`src/rtl/pipeline_hazard_ctrl.sv`:
```
// rtl/pipeline_hazard_ctrl.sv - hazard detection, forwarding and memory-wait control for a 5-stage pipeline
// Optional feature macro: HAZARD_FORWARD_EN (operand forwarding; otherwise stall on EX/MEM dependencies)
`timescale 1ns/1ps

module pipeline_hazard_ctrl #(
    parameter int unsigned WAIT_MAX = 15
) (
    input  logic        clk,
    input  logic        reset,
    input  logic [4:0]  Rs1D,
    input  logic [4:0]  Rs2D,
    input  logic [4:0]  Rs1E,
    input  logic [4:0]  Rs2E,
    input  logic [4:0]  RdE,
    input  logic        RegWriteE,
    input  logic        RegWriteM,
    input  logic        RegWriteW,
    input  logic [1:0]  ResultSrcE,
    input  logic [4:0]  RdM,
    input  logic [4:0]  RdW,
    input  logic        PCSrcE,
    input  logic        MemReqM,
    input  logic        dmem_ready,
    output logic        StallF,
    output logic        StallD,
    output logic        StallE,
    output logic        StallM,
    output logic        FlushD,
    output logic        FlushE,
    output logic        FlushW,
    output logic [1:0]  ForwardAE,
    output logic [1:0]  ForwardBE,
    output logic        mem_timeout,
    output logic [31:0] stall_cycles
);

`ifdef HAZARD_FORWARD_EN
    localparam bit FWD_EN = 1'b1;
`else
    localparam bit FWD_EN = 1'b0;
`endif

    // wait_cnt lags the MEM_WAIT cycle count by one, so timeout is armed one count early
    localparam logic [7:0] WAIT_LAST = 8'(WAIT_MAX - 1);

    typedef enum logic {RUN, MEM_WAIT} state_t;

    state_t      state, state_next;
    logic [7:0]  wait_cnt;
    logic        wait_cond;
    logic        d_uses_e, d_uses_m;
    logic        load_use, dep_hazard, data_hazard;
    logic [1:0]  fwd_a, fwd_b;

    function automatic logic [1:0] fwd_sel(input logic [4:0] rs, input logic wm, input logic [4:0] rdm,
                                           input logic ww, input logic [4:0] rdw);
        if (rs != 5'd0 && wm && rdm == rs)
            return 2'b10;
        else if (rs != 5'd0 && ww && rdw == rs)
            return 2'b01;
        else
            return 2'b00;
    endfunction

    always_comb begin
        d_uses_e    = (RdE != 5'd0) && (RdE == Rs1D || RdE == Rs2D);
        d_uses_m    = (RdM != 5'd0) && (RdM == Rs1D || RdM == Rs2D);
        load_use    = (ResultSrcE == 2'b01) && RegWriteE && d_uses_e;
        dep_hazard  = (RegWriteE && d_uses_e) || (RegWriteM && d_uses_m);
        data_hazard = FWD_EN ? load_use : dep_hazard;
        fwd_a       = fwd_sel(Rs1E, RegWriteM, RdM, RegWriteW, RdW);
        fwd_b       = fwd_sel(Rs2E, RegWriteM, RdM, RegWriteW, RdW);
        wait_cond   = !dmem_ready && (state == MEM_WAIT || MemReqM);
    end

    always_comb begin
        state_next = state;
        case (state)
            RUN:      if (MemReqM && !dmem_ready) state_next = MEM_WAIT;
            MEM_WAIT: if (dmem_ready)             state_next = RUN;
            default:                              state_next = RUN;
        endcase
    end

    always_comb begin
        StallF    = 1'b0;
        StallD    = 1'b0;
        StallE    = 1'b0;
        StallM    = 1'b0;
        FlushD    = 1'b0;
        FlushE    = 1'b0;
        FlushW    = 1'b0;
        ForwardAE = 2'b00;
        ForwardBE = 2'b00;
        if (!reset) begin
            ForwardAE = FWD_EN ? fwd_a : 2'b00;
            ForwardBE = FWD_EN ? fwd_b : 2'b00;
            if (wait_cond) begin
                StallF = 1'b1;
                StallD = 1'b1;
                StallE = 1'b1;
                StallM = 1'b1;
                FlushW = 1'b1;
            end else begin
                // a redirect discards the dependent instruction, so it beats the data stall
                FlushD = PCSrcE;
                FlushE = PCSrcE || data_hazard;
                StallF = data_hazard && !PCSrcE;
                StallD = data_hazard && !PCSrcE;
            end
        end
    end

    always_ff @(posedge clk) begin
        if (reset) begin
            state        <= RUN;
            wait_cnt     <= 8'd0;
            mem_timeout  <= 1'b0;
            stall_cycles <= 32'd0;
        end else begin
            state <= state_next;
            if (state == RUN && state_next == MEM_WAIT)
                wait_cnt <= 8'd0;
            else if (state == MEM_WAIT && wait_cnt != 8'hFF)
                wait_cnt <= wait_cnt + 8'd1;
            if (state == MEM_WAIT && wait_cnt >= WAIT_LAST)
                mem_timeout <= 1'b1;
            if (StallF && stall_cycles != 32'hFFFF_FFFF)
                stall_cycles <= stall_cycles + 32'd1;
        end
    end

endmodule

```
`config.mk`:
```
export PLATFORM = sky130hd
export DESIGN_NAME = pipeline_hazard_ctrl
export DESIGN_NICKNAME = d
export VERILOG_FILES = /design/src/rtl/pipeline_hazard_ctrl.sv
export SDC_FILE = /design/constraint.sdc
export NUM_CORES = 1
export LEC_CHECK = 0
export CAP_MARGIN = 0
export CORE_MARGIN = 5
export CORE_UTILIZATION = 45
export CTS_CLUSTER_DIAMETER = 60
export DETAILED_ROUTE_END_ITERATION = 7
export GPL_TIMING_DRIVEN = 0
export PLACE_DENSITY = 0.82
export SLEW_MARGIN = 20
export SYNTH_ARGS = -nofsm -noshare
export SYNTH_HDL_FRONTEND = slang
export SYNTH_SLANG_ARGS = --single-unit
```
`constraint.sdc`:
```
create_clock -name clk -period 4.3 [get_ports clk]
set_input_delay 1.29 -clock clk [delete_from_list [all_inputs] [get_ports clk]]
set_output_delay 1.29 -clock clk [all_outputs]
set_load 0.01 [all_outputs]
```
==> results_dict.tcl, run 1 <==
set metrics [dict create \
    status "complete, no violations" \
    fmax_mhz 236 \
    layout-drive-gt1-share_pct 13.2 \
    vias_per_cell 5.49 \
    ant_nets 0 \
    path_cells "clkdlybuf4s50_1 > xor2_1 > nor3_2 > a22oi_2 > nor4_4 > nor2_4 > inv_2 > buf_4 > clkbuf_2" \
    setup.reg_to_reg.worst_slack_ns 1.78 \
    nFillCells 466 \
    die_width_um 84.2 \
    cellInternalPower_uw 631 \
    worstReg2RegEnd "stall_cycles[1]" \
    worst_ir_drop_vdd_mv 0.148 \
    place_hpwl_mm 4.81 \
    synth_enable_flop_cells 0 \
    clkTransAtPathRegs_ns 0.07 \
    setup_violations 0 \
    timing.max_cap.violations 0 \
    timing.final.hold_violations 0 \
    detailedRoute.firstIterationViolations 167 \
    timing.critical_path.required_ns 3.01 \
    worst_setup_path_start_kind "input port" \
    root_buffer "sky130_fd_sc_hd__clkbuf_8" \
    power_switching_uw 197 \
    crit_path_max_fanout 5 \
    timing_worst_setup_path_type "in -> out" \
    ctsHtreeMaxLevel 2 \
    cts.path.max_buffers 2 \
    cts_num_sinks 42 \
    route.detailed.drc 0 \
    ioPinCount 89 \
    yosysWarningCount 0 \
    share_seq_of_total_power_pct 47.7 \
    tritoncts "done" \
    synth-seq-cells 42 \
    timing_max_transition_violations_final 0 \
    grt_max_degree 13 \
    avgRoutedWirePerCell_um 13.9 \
    antenna_cells_inserted 0 \
    timing.rr.start "stall_cycles[0]" \
    totalWireLength_mm 6.30 \
    fin_crit_sh_pct 98.4 \
    critPathArrivalTime_ns 2.94 \
    drt_first_pass_iters 4 \
    pwr-share-clk_pct 38.7 \
    synthFlopType "sky130_fd_sc_hd__dfxtp_1" \
    core_area_sq_mm 0.00544 \
    clock_latency_ns 0.29 \
    setup_ws_ns 0.0682 \
    post_synth_inst_count 301 \
    worst_hold_path.endpoint "mem_timeout" \
    final.setup_skew_ns 0.00572 \
    synthArstFlopShare_pct 0 \
    worst_setup_path_end_kind "output port" \
    nets 428 \
    hold_class "reg -> reg" \
    switching_part_of_the_total_power_pct 23.8 \
    vias_in_the_first_global_route 2316 \
    area.growth.synth_to_final_pct 37.6 \
    grt_pass1_wl_mm 10.1 \
    hold_depth 2 \
    antenna_found_initial 0 \
    synth.yosys.seq_area_share_pct 33.9 \
    cellLeakagePower_uw 0.00120 \
    met2RoutedLength_mm 3.13 \
    synthesis.area_per_instance_sq_um 8.23 \
    die_extent_in_y_um 84.2 \
    min_from "mem_timeout" \
    track_usage_pct 16.7 \
    grt-ovfl-total 0 \
    synth_area_sq_mm 0.00248 \
    met3WireLength_um 365 \
    port_buffers 66 \
    top_routing_layer_in_use "met4" \
    ctsHoldBuffers 0 \
    route.layer.met1.wl_mm 2.71 \
    synthDistinctLibCells 52 \
    rr_worst_depth 10 \
    cpMaxStageDelayCell "sky130_fd_sc_hd__clkdlybuf4s50_1" \
    vias 2483 \
    effective_utilization_at_floorplan_pct 45.5 \
    numCtsBuffers 5 \
    floorplan.die_area_sq_mm 0.00709 \
    placement_rows 27 \
    worst-slew-pin-transition_ns 0.974 \
    dpl_worst_slack_ns -0.722 \
    grt_setup_unrepaired "no" \
    layout_min_cycle_time_ns 4.23 \
    place.gp.congestion 0.784 \
    layout.core_utilization_pct 62.7 \
    critical_path.max_stage_delay_ns 0.45 \
    combinationalPowerShare_pct 13.6 \
    slew_headroom_pct 34.5 \
    power_per_cell_area_mw_per_mm2 243 \
]
metal layers:
layer | global-route usage (%) | up-vias
li1 | - | 1230
met1 | 19.2 | 1171
met2 | 30.5 | 71
met3 | 3.73 | 11
met4 | 5.41 | 0
met5 | 0 | -
Yosys cell counts, types with 4 or more instances:
| library cell | count | share of area [%] |
|---|---|---|
| sky130_fd_sc_hd__inv_1 | 12 | 1.8 |
| sky130_fd_sc_hd__nand4_1 | 6 | 1.5 |
| sky130_fd_sc_hd__or3_1 | 26 | 6.6 |
| sky130_fd_sc_hd__nand3_1 | 13 | 2.6 |
| sky130_fd_sc_hd__xor2_1 | 26 | 9.2 |
| sky130_fd_sc_hd__or4_1 | 4 | 1.2 |
| sky130_fd_sc_hd__nor3_1 | 9 | 1.8 |
| sky130_fd_sc_hd__o21ai_1 | 9 | 1.8 |
| sky130_fd_sc_hd__a21oi_1 | 25 | 5.1 |
| sky130_fd_sc_hd__nand2_1 | 13 | 2.0 |
| sky130_fd_sc_hd__buf_4 | 8 | 2.4 |
| sky130_fd_sc_hd__dfxtp_1 | 42 | 34 |
| sky130_fd_sc_hd__o21ai_0 | 13 | 2.6 |
| sky130_fd_sc_hd__nor2_1 | 29 | 4.4 |
| sky130_fd_sc_hd__and3_1 | 4 | 1.0 |
| sky130_fd_sc_hd__buf_6 | 5 | 2.3 |
layout by cell type (no fill, tap or decap), types with 4 or more instances in the layout:
master,Yosys,layout
sky130_fd_sc_hd__clkdlybuf4s50_1,0,51
sky130_fd_sc_hd__dfxtp_1,42,42
sky130_fd_sc_hd__nor2_1,29,28
sky130_fd_sc_hd__xor2_1,26,26
sky130_fd_sc_hd__or3_1,26,25
sky130_fd_sc_hd__a21oi_1,25,25
sky130_fd_sc_hd__nand3_1,13,13
sky130_fd_sc_hd__nand2_1,13,13
sky130_fd_sc_hd__o21ai_0,13,13
sky130_fd_sc_hd__inv_1,12,11
sky130_fd_sc_hd__buf_4,8,11
sky130_fd_sc_hd__dlygate4sd2_1,0,11
sky130_fd_sc_hd__nor3_1,9,8
sky130_fd_sc_hd__o21ai_1,9,7
sky130_fd_sc_hd__nand4_1,6,6
sky130_fd_sc_hd__clkbuf_8,0,6
sky130_fd_sc_hd__buf_6,5,5
sky130_fd_sc_hd__and3_1,4,4
sky130_fd_sc_hd__conb_1,1,4
metrics by stage:
step	area [sq um]	total power (uW)	hold WS, ns	cells	TNS (ns)
after floorplan	2490	461	0.484	304	0
after global placement	3240	512	0.458	442	-1.54
after detailed placement	3240	515	0.471	442	-1.77
after CTS	3370	831	0.492	450	-0.106
after global routing	3410	864	0.536	452	0
final	3410	828	0.487	452	0
layout make-up:
| class | instances | area, sq um | area share [%] |
|---|---|---|---|
| Multi-Input combinational cell | 232 | 1520 | 44.6 |
| Sequential cell | 42 | 841 | 24.7 |
| Timing Repair Buffer | 69 | 664 | 19.5 |
| Buffer | 18 | 136 | 4.00 |
| Tap cell | 72 | 90.1 | 2.64 |
| Clock buffer | 6 | 82.6 | 2.42 |
| Inverter | 12 | 45.0 | 1.32 |
| Clock inverter | 1 | 30.0 | 0.881 |
power by group through the flow:
stage          Clock (uW)  Sequential (uW)  Combinational (uW)
6_report              320              395                 113
5_1_grt               346              395                 122
4_1_cts               327              394                 110
3_5_place_dp            0              404                 111
3_3_place_gp            0              403                 108
2_1_floorplan           0              403                57.5
how the worst max path moves through the flow:
stage               startpoint      to  slack, ns
floorplan               RdM[1]  StallF       0.40
global placement        RdE[1]  StallF      -0.64
global route           Rs2D[4]  FlushE      0.001
detailed placement      RdE[1]  StallF      -0.72
finish                 Rs2D[3]  StallF       0.07
CTS                     RdM[1]  StallF      -0.11
flip-flops by register name (all words and copies together) (netlist names):
register / cells
wait_cnt: 8
state: 1
mem_timeout: 1
stall_cycles: 32
logic make-up (layout without fill, tap and decap cells):
| group | count (synthesis) | after routing | synth area share, % |
|---|---|---|---|
| and+or+nand+nor | 125 | 125 | 28.8 |
| AOI/OAI and AO/OA | 68 | 68 | 16.3 |
| xor gates and xnor gates | 28 | 28 | 9.90 |
| buffers and inverters | 30 | 106 | 7.32 |
| DFF | 42 | 42 | 33.9 |
| adders and majority gates | 3 | 3 | 1.52 |
| other | 1 | 4 | 0.151 |
| muxes | 4 | 4 | 2.07 |
worst max-delay path: cells and delay by family:
family,cells,cell delay (ns)
buffers and inverters,4,0.76
and+or+nand+nor,3,0.60
xor gates and xnor gates,1,0.16
AOI/OAI and AO/OA,1,0.13
what timing repair did:
action                                  4_1_cts  5_1_grt
pin swaps                                     5        2
buffers inserted                              1        2
resized for setup                            20       11
hold endpoints to repair                      0        0
endpoints found under the setup margin        3        5
No activity file was read; power rests on OpenSTA's default activity.
==> run 2, diff against run 1 <==
--- a/config.mk
+++ b/config.mk
@@ -6,7 +6,6 @@
 export NUM_CORES = 1
 export LEC_CHECK = 0
 export CAP_MARGIN = 0
-export CORE_MARGIN = 5
 export CORE_UTILIZATION = 45
 export CTS_CLUSTER_DIAMETER = 60
 export DETAILED_ROUTE_END_ITERATION = 7
==> results_dict.tcl, run 2 (synthesis results as in run 1) <==
set metrics [dict create \
    status "complete, no violations" \
    layout.core_utilization_pct 65.7 \
    place_hpwl_mm 4.42 \
    dpl_cell_area_sq_mm 0.00324 \
    clock_latency_ns 0.30 \
    core_area_sq_mm 0.00520 \
    totalWireLength_mm 6.19 \
    port_buffers 66 \
    clkTransAtPathRegs_ns 0.07 \
    fin_crit_sh_pct 98.5 \
    grt_setup_unrepaired "yes" \
    hold_class "reg -> reg" \
    grt_max_degree 13 \
    antenna_cells_inserted 0 \
    worst_setup_path_end_kind "output port" \
    timing_max_transition_violations_final 0 \
    most-common-layout-cells "49 x sky130_fd_sc_hd__clkdlybuf4s50_1, 42 x sky130_fd_sc_hd__dfxtp_1, 28 x sky130_fd_sc_hd__nor2_1, 26 x sky130_fd_sc_hd__xor2_1" \
    grt_pass1_wl_mm 10.4 \
    antenna_found_initial 0 \
    timing.critical_path.required_ns 3.01 \
    cellLeakagePower_uw 0.00124 \
    detailedRoute.firstIterationViolations 147 \
    cts.path.max_buffers 2 \
    ant_nets 0 \
    slew_headroom_pct 35.9 \
    vias_per_cell 5.43 \
    route.detailed.drc 0 \
    final.setup_skew_ns 0.00448 \
    place.gp.congestion 0.849 \
    die_width_um 76.2 \
    grt-ovfl-total 0 \
    power_per_cell_area_mw_per_mm2 240 \
    total_power_consumption_uw 821 \
    ctsHtreeMaxLevel 2 \
    worst_ir_drop_vdd_mv 0.204 \
    layout_min_cycle_time_ns 4.23 \
    number_of_flip_flops_in_the_largest_register 32 \
    nets 431 \
    drt_first_pass_iters 4 \
    timing.max_cap.violations 0 \
    effective_utilization_at_floorplan_pct 47.6 \
    layout-drive-gt1-share_pct 13.0 \
    finish.instance_area_sq_mm 0.00342 \
    placement_rows 26 \
    layout.cells.most_common "sky130_fd_sc_hd__clkdlybuf4s50_1" \
    crit_path_max_fanout 3 \
    timing.final.hold_violations 0 \
    area.growth.synth_to_final_pct 38.1 \
    critPathArrivalTime_ns 2.94 \
    numCtsBuffers 5 \
    ioPinCount 89 \
    vias_in_the_first_global_route 2307 \
    root_buffer "sky130_fd_sc_hd__clkbuf_8" \
    timing_worst_setup_path_type "in -> out" \
    cts_num_sinks 42 \
    setup.reg_to_reg.worst_slack_ns 1.79 \
    setup_violations 0 \
    floorplan.die_area_sq_mm 0.00581 \
    track_usage_pct 22.0 \
    die_extent_in_y_um 76.2 \
    registers.top_by_ff_count "stall_cycles" \
    worst_setup_path_start_kind "input port" \
    tritoncts "done" \
    avgRoutedWirePerCell_um 13.6 \
    nFillCells 426 \
    top_regs "stall_cycles (32), wait_cnt (8)" \
    fmax_mhz 236 \
    worst-slew-pin-transition_ns 0.953 \
    vias 2466 \
]
## run 2: cell types whose count changed in the layout (fill, tap and decap cells not counted), sizes merged
cell | previous run | this run
dlymetal6s2s | 2 | 6
clkdlybuf4s50 | 51 | 49
dlygate4sd2 | 11 | 8
clkdlybuf4s15 | 0 | 1
buf | 18 | 22
## run 2: layout make-up
| cell class | instances | area [sq um] | area share, % |
|---|---|---|---|
| timing repair buffer | 72 | 703 | 20.5 |
| inverter | 12 | 45.0 | 1.32 |
| multi-input combinational | 232 | 1500 | 43.9 |
| clock buffer | 7 | 76.3 | 2.23 |
| clock inverter | 1 | 30.0 | 0.878 |
| tap | 70 | 87.6 | 2.56 |
| buffer | 18 | 136 | 3.99 |
| sequential | 42 | 841 | 24.6 |
## run 2: final timing paths
check                        from  depth (start not counted)              end
hold / removal        mem_timeout                          2      mem_timeout
setup reg to reg  stall_cycles[0]                         10  stall_cycles[1]
setup / recovery          Rs1D[0]                          9           StallF
hold reg to reg       mem_timeout                          2      mem_timeout
## run 2: power breakdown
group          switching, uW  total, uW  internal, uW
combinational           59.2        115          56.3
clock                    137        311           174
sequential              3.33        394           391
total                    200        821           621
## run 2: metal layers
| metal | GRT usage, % | routed length, um | share of wire [%] |
|---|---|---|---|
| met5 | 0 | 0 | 0 |
| met4 | 8.65 | 84 | 1.4 |
| met3 | 5.03 | 379 | 6.1 |
| met2 | 35.7 | 2830 | 46 |
| met1 | 28.3 | 2890 | 47 |
## run 2: worst max-delay path, cell delays in order
cell,delay [ns]
sky130_fd_sc_hd__clkdlybuf4s50_1,0.46
sky130_fd_sc_hd__xor2_1,0.17
sky130_fd_sc_hd__nor3_2,0.18
sky130_fd_sc_hd__a22oi_2,0.10
sky130_fd_sc_hd__nor4_4,0.41
sky130_fd_sc_hd__nor2_4,0.05
sky130_fd_sc_hd__inv_2,0.08
sky130_fd_sc_hd__buf_4,0.10
sky130_fd_sc_hd__buf_4,0.10
## run 2: timing repair
| action | in CTS | in global routing |
|---|---|---|
| endpoints found under the hold margin | 0 | 0 |
| pin swaps | 7 | 7 |
| gates cloned | 0 | 0 |
| resized for setup | 21 | 10 |
| setup endpoints to repair | 3 | 3 |
| buffers inserted | 3 | 3 |
| hold buffers | 0 | 0 |
## run 2: stage by stage
stage	TNS (ns)	hold slack [ns]	instances	setup WS [ns]
after floorplan	0	0.484	304	0.396
after global placement	-1.56	0.456	440	-0.662
after detailed placement	-1.62	0.481	440	-0.683
after CTS	0	0.494	451	0.00145
after global routing	-0.0448	0.523	454	-0.0402
final	0	0.489	454	0.0655
==> run 3, diff against run 2 <==
--- a/config.mk
+++ b/config.mk
@@ -11,7 +11,7 @@
 export DETAILED_ROUTE_END_ITERATION = 7
 export GPL_TIMING_DRIVEN = 0
 export PLACE_DENSITY = 0.82
-export SLEW_MARGIN = 20
+export SLEW_MARGIN = 5
 export SYNTH_ARGS = -nofsm -noshare
 export SYNTH_HDL_FRONTEND = slang
 export SYNTH_SLANG_ARGS = --single-unit
==> results of run 3 <==
Same layout as run 2: the final DEF is identical, and so are final timing and power.
